## config.mk

```make
export PLATFORM = sky130hd
export DESIGN_NAME = icache_assoc_flat
export DESIGN_NICKNAME = d
export VERILOG_FILES = /design/src/rtl/cache_pkg.sv /design/src/rtl/icache_assoc_if.sv /design/src/rtl/icache_way.sv /design/src/rtl/icache_assoc.sv /design/src/flat_wrapper.sv
export SDC_FILE = /design/constraint.sdc
export NUM_CORES = 2
export LEC_CHECK = 0
export ABC_AREA = 0
export ABC_CLOCK_PERIOD_IN_PS = 14600
export CORE_ASPECT_RATIO = 1.4
export CORE_MARGIN = 8
export CORE_UTILIZATION = 45
export DETAILED_ROUTE_END_ITERATION = 16
export GPL_TIMING_DRIVEN = 0
export PLACE_DENSITY = 0.59
export SYNTH_ARGS = -nofsm -noshare
export SYNTH_HDL_FRONTEND = slang
export SYNTH_HIERARCHICAL = 1
export SYNTH_SLANG_ARGS = --single-unit
```

## constraint.sdc

```tcl
create_clock -name clk -period 14.6 [get_ports clk]
set_clock_uncertainty 0.1 [all_clocks]
set_input_delay 1.46 -clock clk [delete_from_list [all_inputs] [get_ports clk]]
set_output_delay 1.46 -clock clk [all_outputs]
set_load 0.01 [all_outputs]
```

## src/rtl/cache_pkg.sv

```systemverilog
// Shared types and width helpers for the set-associative
// instruction cache slice.
package cache_pkg;

  typedef enum logic [1:0] {
    IDLE,
    REQ,
    REFILL,
    FILL
  } icache_state_t;

  localparam logic [31:0] NOP_INSTR = 32'h00000033;

  function automatic int idxWidth(input int sets);
    return $clog2(sets);
  endfunction

  function automatic int tagWidth(
    input int addrW,
    input int sets,
    input int lineWords
  );
    return addrW - $clog2(sets) - $clog2(lineWords) - 2;
  endfunction

endpackage

```

## src/rtl/icache_assoc_if.sv

```systemverilog
// Fetch-side and memory-side bundle of the instruction cache;
// slave is the cache, master is whatever drives it.
interface icache_assoc_if #(
  parameter int ADDR_W = 32
);
  logic [ADDR_W-1:0] pcAddress;
  logic              fetchValid;
  logic              flush;
  logic [31:0]       instructionCode;
  logic              instructionValid;
  logic              cacheStall;
  logic              memRequest;
  logic [ADDR_W-1:0] memAddress;
  logic              memAccept;
  logic              memDataValid;
  logic [31:0]       memData;
  logic [31:0]       hitCount;
  logic [31:0]       missCount;

  modport slave (
    input  pcAddress, fetchValid, flush,
    input  memAccept, memDataValid, memData,
    output instructionCode, instructionValid,
    output cacheStall, memRequest, memAddress,
    output hitCount, missCount
  );

  modport master (
    output pcAddress, fetchValid, flush,
    output memAccept, memDataValid, memData,
    input  instructionCode, instructionValid,
    input  cacheStall, memRequest, memAddress,
    input  hitCount, missCount
  );
endinterface

```

## src/rtl/icache_way.sv

```systemverilog
// One cache way: tag/valid/data arrays, async read port,
// single write port and a whole-way valid clear.
module icache_way #(
  parameter int SETS       = 16,
  parameter int LINE_WORDS = 2,
  parameter int TAG_W      = 27,
  parameter int IDX_W      = 4
) (
  input  logic                        clk,
  input  logic                        reset,
  input  logic                        clearAll,
  input  logic                        we,
  input  logic [IDX_W-1:0]            rdIdx,
  input  logic [IDX_W-1:0]            wrIdx,
  input  logic [TAG_W-1:0]            wrTag,
  input  logic [LINE_WORDS-1:0][31:0] wrLine,
  output logic                        rdValid,
  output logic [TAG_W-1:0]            rdTag,
  output logic [LINE_WORDS-1:0][31:0] rdLine
);
  logic [SETS-1:0]             valid;
  logic [TAG_W-1:0]            tags [SETS];
  logic [LINE_WORDS-1:0][31:0] data [SETS];

  assign rdValid = valid[rdIdx];
  assign rdTag   = tags[rdIdx];
  assign rdLine  = data[rdIdx];

  // Clear wins over a same-cycle write so a flushed fill stays invalid.
  always_ff @(posedge clk) begin
    if (!reset) begin
      valid <= '0;
    end else if (clearAll) begin
      valid <= '0;
    end else if (we) begin
      valid[wrIdx] <= 1'b1;
    end
  end

  // Tag and data storage is never reset.
  always_ff @(posedge clk) begin
    if (we) begin
      tags[wrIdx] <= wrTag;
      data[wrIdx] <= wrLine;
    end
  end
endmodule

```

## src/rtl/icache_assoc.sv

```systemverilog
// Set-associative L1 I-cache with built-in refill FSM,
// round-robin victims, flush and saturating hit/miss counters.
module icache_assoc
  import cache_pkg::*;
#(
  parameter int WAYS       = 2,
  parameter int SETS       = 16,
  parameter int LINE_WORDS = 2,
  parameter int ADDR_W     = 32
) (
  input logic           clk,
  input logic           reset,
  icache_assoc_if.slave io
);
  localparam int OFF_W = $clog2(LINE_WORDS);
  localparam int WS_W  = OFF_W > 0 ? OFF_W : 1;
  localparam int IDX_W = idxWidth(SETS);
  localparam int TAG_W = tagWidth(ADDR_W, SETS, LINE_WORDS);
  localparam int WAY_W = WAYS > 1 ? $clog2(WAYS) : 1;

  typedef logic [LINE_WORDS-1:0][31:0] line_t;

  icache_state_t    state, stateN;
  logic [TAG_W-1:0] tagQ;
  logic [IDX_W-1:0] idxQ;
  logic [WS_W-1:0]  beatCnt;
  line_t            lineBuf;
  logic             flushPend;
  logic [WAY_W-1:0] rrPtr [SETS];
  logic [31:0]      hitCnt, missCnt;

  logic [TAG_W-1:0] pcTag;
  logic [IDX_W-1:0] pcIdx, rdIdx;
  logic [WS_W-1:0]  pcWord;
  logic [WAYS-1:0]  wValid, hitWay, wWe;
  logic [TAG_W-1:0] wTag [WAYS];
  line_t            wLine [WAYS];
  logic [31:0]      hitWord;
  logic             hit, isIdle, lastBeat;
  logic             clearAll, useRr, missStart, instValid;
  logic [WAY_W-1:0] victim;

  assign pcTag  = io.pcAddress[ADDR_W-1 -: TAG_W];
  assign pcIdx  = IDX_W'(io.pcAddress >> (OFF_W + 2));
  assign pcWord = WS_W'((io.pcAddress >> 2)
                  & ADDR_W'(LINE_WORDS - 1));

  assign isIdle    = state == IDLE;
  assign rdIdx     = isIdle ? pcIdx : idxQ;
  assign lastBeat  = beatCnt == WS_W'(LINE_WORDS - 1);
  assign hit       = io.fetchValid & (|hitWay);
  assign instValid = hit & isIdle;
  assign missStart = isIdle & io.fetchValid & ~hit;
  assign clearAll  = (isIdle & io.flush)
                   | (state == FILL & (flushPend | io.flush));

  for (genvar g = 0; g < WAYS; g++) begin : gWay
    assign wWe[g] = state == FILL && victim == WAY_W'(g);
    icache_way #(
      .SETS(SETS), .LINE_WORDS(LINE_WORDS),
      .TAG_W(TAG_W), .IDX_W(IDX_W)
    ) uWay (
      .clk(clk), .reset(reset), .clearAll(clearAll),
      .we(wWe[g]), .rdIdx(rdIdx), .wrIdx(idxQ),
      .wrTag(tagQ), .wrLine(lineBuf),
      .rdValid(wValid[g]), .rdTag(wTag[g]), .rdLine(wLine[g])
    );
  end

  // Tag compare; at most one way matches so words OR-merge.
  always_comb begin
    hitWay  = '0;
    hitWord = '0;
    for (int w = 0; w < WAYS; w++) begin
      if (wValid[w] && wTag[w] == pcTag) begin
        hitWay[w] = 1'b1;
        hitWord   = hitWord | wLine[w][pcWord];
      end
    end
  end

  // Victim: lowest invalid way of the set, else round-robin.
  always_comb begin
    victim = rrPtr[idxQ];
    useRr  = 1'b1;
    for (int w = WAYS - 1; w >= 0; w--) begin
      if (!wValid[w]) begin
        victim = WAY_W'(w);
        useRr  = 1'b0;
      end
    end
  end

  // Refill sequencing.
  always_comb begin
    stateN = state;
    unique case (state)
      IDLE:    if (missStart) stateN = REQ;
      REQ:     if (io.memAccept) stateN = REFILL;
      REFILL:  if (io.memDataValid && lastBeat) stateN = FILL;
      FILL:    stateN = IDLE;
      default: stateN = IDLE;
    endcase
  end

  // State register.
  always_ff @(posedge clk) begin
    if (!reset) state <= IDLE;
    else        state <= stateN;
  end

  // Miss capture, beat counting and deferred flush.
  always_ff @(posedge clk) begin
    if (!reset) begin
      tagQ      <= '0;
      idxQ      <= '0;
      beatCnt   <= '0;
      flushPend <= 1'b0;
    end else begin
      if (missStart) begin
        tagQ <= pcTag;
        idxQ <= pcIdx;
      end
      if (state == REFILL && io.memDataValid)
        beatCnt <= lastBeat ? '0 : beatCnt + WS_W'(1);
      if ((state == REQ || state == REFILL) && io.flush)
        flushPend <= 1'b1;
      else if (state == FILL)
        flushPend <= 1'b0;
    end
  end

  // Line buffer is fully rewritten before every fill.
  always_ff @(posedge clk) begin
    if (state == REFILL && io.memDataValid)
      lineBuf[beatCnt] <= io.memData;
  end

  // Round-robin pointer advances only when it chose the victim.
  always_ff @(posedge clk) begin
    if (!reset) begin
      for (int s = 0; s < SETS; s++) rrPtr[s] <= '0;
    end else if (state == FILL && useRr) begin
      rrPtr[idxQ] <= rrPtr[idxQ] == WAY_W'(WAYS - 1)
                   ? '0 : rrPtr[idxQ] + WAY_W'(1);
    end
  end

  // Saturating hit/miss counters.
  always_ff @(posedge clk) begin
    if (!reset) begin
      hitCnt  <= '0;
      missCnt <= '0;
    end else begin
      if (instValid && hitCnt != '1)  hitCnt  <= hitCnt + 32'd1;
      if (missStart && missCnt != '1) missCnt <= missCnt + 32'd1;
    end
  end

  assign io.instructionValid = instValid;
  assign io.instructionCode  = instValid ? hitWord : NOP_INSTR;
  assign io.cacheStall       = ~isIdle | (io.fetchValid & ~hit);
  assign io.memRequest       = state == REQ;
  assign io.memAddress       = state == REQ
                             ? {tagQ, idxQ, {(OFF_W + 2){1'b0}}}
                             : '0;
  assign io.hitCount         = hitCnt;
  assign io.missCount        = missCnt;
endmodule

```

## src/flat_wrapper.sv

```systemverilog
// flat-port wrapper written by rule: the top's interface ports become plain ports
module icache_assoc_flat import cache_pkg::*;
#(
  parameter int WAYS       = 2,
  parameter int SETS       = 16,
  parameter int LINE_WORDS = 2,
  parameter int ADDR_W     = 32
)
  (clk, reset, io_pcAddress, io_fetchValid, io_flush, io_memAccept, io_memDataValid, io_memData, io_instructionCode, io_instructionValid, io_cacheStall, io_memRequest, io_memAddress, io_hitCount, io_missCount);
  icache_assoc_if #(.ADDR_W(ADDR_W)) io_i ();
  input logic clk;
  input logic reset;
  input wire logic [$bits(io_i.pcAddress)-1:0] io_pcAddress;
  input wire logic [$bits(io_i.fetchValid)-1:0] io_fetchValid;
  input wire logic [$bits(io_i.flush)-1:0] io_flush;
  input wire logic [$bits(io_i.memAccept)-1:0] io_memAccept;
  input wire logic [$bits(io_i.memDataValid)-1:0] io_memDataValid;
  input wire logic [$bits(io_i.memData)-1:0] io_memData;
  output wire logic [$bits(io_i.instructionCode)-1:0] io_instructionCode;
  output wire logic [$bits(io_i.instructionValid)-1:0] io_instructionValid;
  output wire logic [$bits(io_i.cacheStall)-1:0] io_cacheStall;
  output wire logic [$bits(io_i.memRequest)-1:0] io_memRequest;
  output wire logic [$bits(io_i.memAddress)-1:0] io_memAddress;
  output wire logic [$bits(io_i.hitCount)-1:0] io_hitCount;
  output wire logic [$bits(io_i.missCount)-1:0] io_missCount;
  assign io_i.pcAddress = io_pcAddress;
  assign io_i.fetchValid = io_fetchValid;
  assign io_i.flush = io_flush;
  assign io_i.memAccept = io_memAccept;
  assign io_i.memDataValid = io_memDataValid;
  assign io_i.memData = io_memData;
  assign io_instructionCode = io_i.instructionCode;
  assign io_instructionValid = io_i.instructionValid;
  assign io_cacheStall = io_i.cacheStall;
  assign io_memRequest = io_i.memRequest;
  assign io_memAddress = io_i.memAddress;
  assign io_hitCount = io_i.hitCount;
  assign io_missCount = io_i.missCount;
  icache_assoc #(.WAYS(WAYS), .SETS(SETS), .LINE_WORDS(LINE_WORDS), .ADDR_W(ADDR_W)) u_core (.clk(clk), .reset(reset), .io(io_i));
endmodule
```

After elaboration in Yosys (flattened, before gate mapping):

Memories as Yosys holds them, arrays and structs flattened. A register that Yosys moved wholly into a read port is not among the register bits.
Index checks and enable logic that the tools add are counted.

* add/subtract/negate cells: 4
* order comparisons: 6
* equality and inequality tests: 10
* multiplexer cells: 45
* bitwise gates (word level): 17
* reduce and logical (&&, ||, !) cells: 19

Operators with widths (number)
* 32-bit two-way mux: 9
* 32-bit by 1-bit adder with 32-bit output (second input constant): 2
* 64-bit bitwise mux: 1
* 32-bit != test (second input constant): 2
* 25-bit == test: 2
* 32-bit demux with 1-bit select: 1
* 16-bit OR: 2
* 32-bit OR: 1
* 1-bit two-way mux: 23
* 4-bit two-way mux: 4
* 1-bit logical AND: 12
* 4-bit by 5-bit less-than comparator with 1-bit output (second input constant): 2
* 1-bit binary-select mux with 4-bit select: 2
* 2-bit case mux with 4 select lines: 1
* 1-bit bitwise AND: 7
* 2-bit two-way mux: 3
* 1-bit demux with 4-bit select: 1
* 2-bit == test (second input constant): 2
* 4-bit by 1-bit greater-or-equal comparator with 1-bit output (second input constant): 1
* 1-bit by 2-bit less-than comparator with 1-bit output (second input constant): 2
* 2-bit != test (second input constant): 2
* 1-bit NOT: 4
* 2-bit OR reduction: 2
* 1-bit OR: 3
* other kinds (9): 10

* register bits: 193
* RAM bits: 2864
* input port bits: 70
* word-level logic and storage cells: 117
* memories: 5

Memory list
* u_core.gWay[0].uWay.data: words 16, width 64, rd ports 1, clocked after Yosys merged registers in 0, wr ports 1, RTL line icache_way.sv:23 `logic [LINE_WORDS-1:0][31:0] data [SETS];`
* u_core.gWay[1].uWay.data: words 16, width 64, rd ports 1, clocked after Yosys merged registers in 0, wr ports 1, RTL line icache_way.sv:23
* u_core.gWay[0].uWay.tags: words 16, width 25, rd ports 1, clocked after Yosys merged registers in 0, wr ports 1, RTL line icache_way.sv:22 `logic [TAG_W-1:0] tags [SETS];`
* u_core.gWay[1].uWay.tags: words 16, width 25, rd ports 1, clocked after Yosys merged registers in 0, wr ports 1, RTL line icache_way.sv:22
* u_core.rrPtr: words 16, width 1, rd ports 1, clocked after Yosys merged registers in 1, wr ports 16, RTL line icache_assoc.sv:29 `logic [WAY_W-1:0] rrPtr [SETS];`

Logic depth before layout (Yosys ltp):

* depth after elaboration: 12
* mapped depth: 19

By module:

The synthesis kept the hierarchy.

Modules (own cells, without submodules)
* icache_way: instances 2, cells each 2235, area each 53734.0 µm², sequential area each 43081.3 µm²
* icache_assoc: instances 1, cells each 931, area each 9355.2 µm², sequential area each 4264.1 µm²

Least setup slack after synthesis:

No wires, ideal clock.

* path type: in2reg
* from: in io_pcAddress[3]
* to: mem u_core/gWay[0].uWay/data[0][0] (netlist name) (enable)
* library setup time: 648 ps
* data arrival time: 9836 ps
* slack: 4016 ps
* stages: 10
* cells stage by stage: mux2_2 -> buf_2 -> buf_2 -> buf_4 -> mux4_2 -> a22oi_1 -> nand2_1 -> a21boi_0 -> or3b_2 -> nor3_1

* elaborated cells on any way between the ends: 11

RTL lines
* start, declared: RTL line flat_wrapper.sv:13 `input wire logic [$bits(io_i.pcAddress)-1:0] io_pcAddress;`
* 4-bit two-way mux: RTL line icache_assoc.sv:49 `assign rdIdx = isIdle ? pcIdx : idxQ;`
* 1-bit binary-select mux with 4-bit select: RTL line icache_way.sv:25 `assign rdValid = valid[rdIdx];`
* 1-bit two-way mux (not written as such): RTL line icache_way.sv:25
* named net u_core.wValid[0]: RTL line icache_assoc.sv:35 `logic [WAYS-1:0] wValid, hitWay, wWe;`
* 1-bit two-way mux: RTL line icache_assoc.sv:87 `if (!wValid[w]) begin`
* 1-bit NOT: RTL line icache_assoc.sv:58 `assign wWe[g] = state == FILL && victim == WAY_W'(g);`
* 1-bit logical AND: RTL line icache_assoc.sv:58
* named net u_core.wWe[0]: RTL line icache_assoc.sv:35
* 1-bit two-way mux: RTL line icache_way.sv:42 `if (we) begin`
* 1-bit two-way mux (not written as such): RTL line icache_way.sv:44 `data[wrIdx] <= wrLine;`
* end, declared: RTL line icache_way.sv:23

The timed path passes the listed nets, and every way through them passes these cells. The select of a mux whose other input is x is not followed.

==> run summary <==
status: completed
Buf/Inv on CP: 7
Initial Utilization: 0.452
number of setup buffers added after CTS: 0
Tmin final: 10.80 ns
ranking of synthesized cells by area: edfxtp_1, mux4_2, dfxtp_1
final WL: 333 mm
drt initial violations: 6,868
crit-path max cell delay: 0.92 ns
DP Area: 127,000 um2
Post-Syn Instances: 5,401
r2r endpoint: u_core/gWay[0].uWay/data[3][49]
Pwr Total: 23.5 mW
Seq. cell area: 90,400 um2
r2r setup slk: 6.92 ns
layout cells sized above 1: 0.254
DRC: 0
antenna violations before repair: 12
sequential fraction of the synthesis area: 0.774
Via-to-Cell Ratio: 6.09
mux contribution to synthesized area: 0.150
Overflow after GRT: 0
DR WL/cell: 33.9 um
Filler Cell Count: 19,900
clock-pin transition on the worst setup and hold timing paths: 0.06 ns
post-CTS resize count: 0
Synth warnings: 6
Final Hold Viols: 0
Die Y: 619 um
final setup violation count: 0
core footprint: 259,000 um2
Worst EP arrival: 9.24 ns
Pwr per Cell Area: 173 nW/um2
Post-synth top cells: edfxtp_1, mux4_2, a22oi_1, nand2_1, dfxtp_1
Slew Limit Fails: 0
clock sinks: 3,061
Pleak: 42.6 nW
post-DP HPWL: 227 mm
Worst Reg2Reg Path Length in Cells: 19
Max-Cap Viols: 0
Hold Crit Start: u_core/gWay[0].uWay/valid[0]
I/O pin total: 201
xor/xnor share of the synthesized area: 0.00547
Routed Antenna Nets: 0
overall routing resource usage: 0.236
Placer Congestion: 0.827
Rel. slew slack: 0.0106
die footprint: 276,000 um2
Die Width: 447 um
Cell variety after synth: 52
Synth Area in Adders: 0.000643
Critical Path Source Type: primary input
Slew @ Worst Pin: 1.48 ns
# rows: 221
syn avg cell area: 21.6 um2
cell taking the most area after synthesis: edfxtp_1
CP max stage cell: nor4_4
worst hold stages: 1
largest net degree at the start of global routing: 35
cells along the critical path: clkdlybuf4s50_1 -> mux2_2 -> buf_2 -> buf_2 -> clkbuf_1 -> mux4_2 -> a22oi_1 -> nand2_1 -> xnor2_1 -> nand4_1 -> nor4_4 -> buf_6 -> clkbuf_1 -> a22oi_1 -> nor2_1 -> clkdlybuf4s50_1
H-tree depth: 5
drt pass-1 iters: 5
maximum clock path buffer count: 4
register bit total from synthesis: 3,061
final instance area: 136,000 um2
TritonCTS Buffers: 298
setup tns final: 0 ns
asr flop ratio synth: 0
RSZ-0062 raised after global routing: false
first-pass GRT wire length: 465 mm
Hold Path Sink: u_core/gWay[0].uWay/valid[0]
post-synthesis simple-gate area fraction: 0.0245
ys flop type: edfxtp_1
Synth Area in Compound Gates: 0.0330
Final Util: 0.527
most common cell in the netlist: edfxtp_1
f_max: 0.0926 GHz
Yosys top cell area share: 0.749
worst min path class: reg2reg
IO Port Bufs: 194
Post-synth EDFFs: 2,912
crit-path leading delay family: buffers and inverters
TritonCTS clock tree: done
RR Startpoint: u_core/state[0]
vias post-DR: 59,700
largest family of logic cells by synthesized area: multiplexers
crit-path max FO: 11
Layout Nets: 6,181
vias in the first global route: 61,600
WP data required: 13.04 ns
Worst setup EP type: output pin
P&R area growth vs syn: 16.6%
Post-CTS Hold Fix Bufs: 0
crit path kind: in2out
clk root buf: clkbuf_16
Skew-Pair Late Insertion Delay: 0.86 ns
maximum VDD drop: 0.000111 V
final worst path period share: 0.740
area of the multi-input gates: 25,200 um2
Mapped Area: 117,000 um2
==> cell families after synthesis <==
family,after synthesis
buffers and inverters,311
other,1
multiplexers,831
adder cells (fa/ha/maj),6
flip-flops,3061
AO/OA/AOI/OAI,526
XOR/XNOR,73
AND/OR/NAND/NOR,592
==> layout make-up <==
cell class | count | area share
flip-flops and latches | 3061 | 0.664
multi-input cells | 2031 | 0.185
clock buffers | 353 | 0.0571
repair buffers | 402 | 0.0387
well taps | 3456 | 0.0317
clock inverters | 181 | 0.0129
plain buffers | 295 | 0.0105
inverters | 16 | 0.000441
diodes | 11 | 0.000202
==> sequential cells by signal, summed over array words and instances, names as in the netlist, named ones only <==
name                    count
u_core/gWay.uWay/data    2048
u_core/gWay.uWay/tags     800
u_core/lineBuf             64
u_core/gWay.uWay/valid     32
u_core/io.hitCount         32
u_core/io.missCount        32
u_core/tagQ                25
u_core/rrPtr               16
u_core/idxQ                 4
u_core/state                2
u_core/beatCnt              1
u_core/flushPend            1
==> stage by stage <==
step,setup WS (ns),hold slack [ns],std cells
floorplan,4.02,0.335,5403
global placement,-8.06,0.341,9053
detailed placement,3.96,0.351,9261
CTS,3.91,0.367,9795
global route,3.76,0.379,9798
finish,3.80,0.367,9806
==> power by group <==
part / switching (mW) / internal (mW)
Combinational: 3.57 / 2.27
Clock: 3.28 / 4.37
Sequential: 0.232 / 9.78
==> worst reg2reg max path: cells and delay by family (launching register included) <==
family,cells,cell delay [ns]
AOI/OAI and AO/OA,2,0.77
adders and majority gates,1,0.14
muxes,2,0.66
buffers and inverters,11,3.74
and+or+nand+nor,3,1.64
DFF,1,0.34
==> worst max-delay path by stage <==
stage               startpoint                               to  depth (start not counted)
6_report       io_pcAddress[4]           io_instructionCode[30]                         16
3_5_place_dp   io_pcAddress[4]           io_instructionCode[30]                         16
4_1_cts        io_pcAddress[4]           io_instructionCode[30]                         16
3_3_place_gp   io_pcAddress[6]  u_core/gWay[1].uWay/data[0][48]                          9
5_1_grt        u_core/state[0]           io_instructionCode[29]                         18
2_1_floorplan  io_pcAddress[3]   u_core/gWay[0].uWay/data[0][0]                         10
==> metal layers <==
| layer | GRT usage | share of wire |
|---|---|---|
| met1 | 0.297 | 0.37 |
| met2 | 0.404 | 0.51 |
| met3 | 0.0424 | 0.076 |
| met4 | 0.102 | 0.048 |
| met5 | 0 | 0.00013 |
==> cells in the final DEF, fill, tap and decap left out, types with 27 or more instances in the layout <==
master           synthesis  final
clkinv_1                 0     60
a22oi_1                393    393
clkbuf_1               146    191
bufinv_16                0     31
o21a_1                  35     35
and2_1                  37     37
xor2_1                  33     33
a21oi_1                 30     30
clkdlybuf4s50_1          0    194
mux4_2                 725    725
buf_2                   77     84
buf_4                   49     58
buf_12                   0     97
dfxtp_1                149    149
clkinv_2                 0     55
mux2i_1                 38     38
clkbuf_16                0    303
nor2_4                   0     27
xnor2_1                 40     40
o31ai_1                 28     28
nor2_1                 122     95
nand3_1                 30     30
mux2_2                  68     68
buf_6                    4     88
nand2_1                239    239
edfxtp_1              2912   2912
Power figures use the tool's default switching activity.
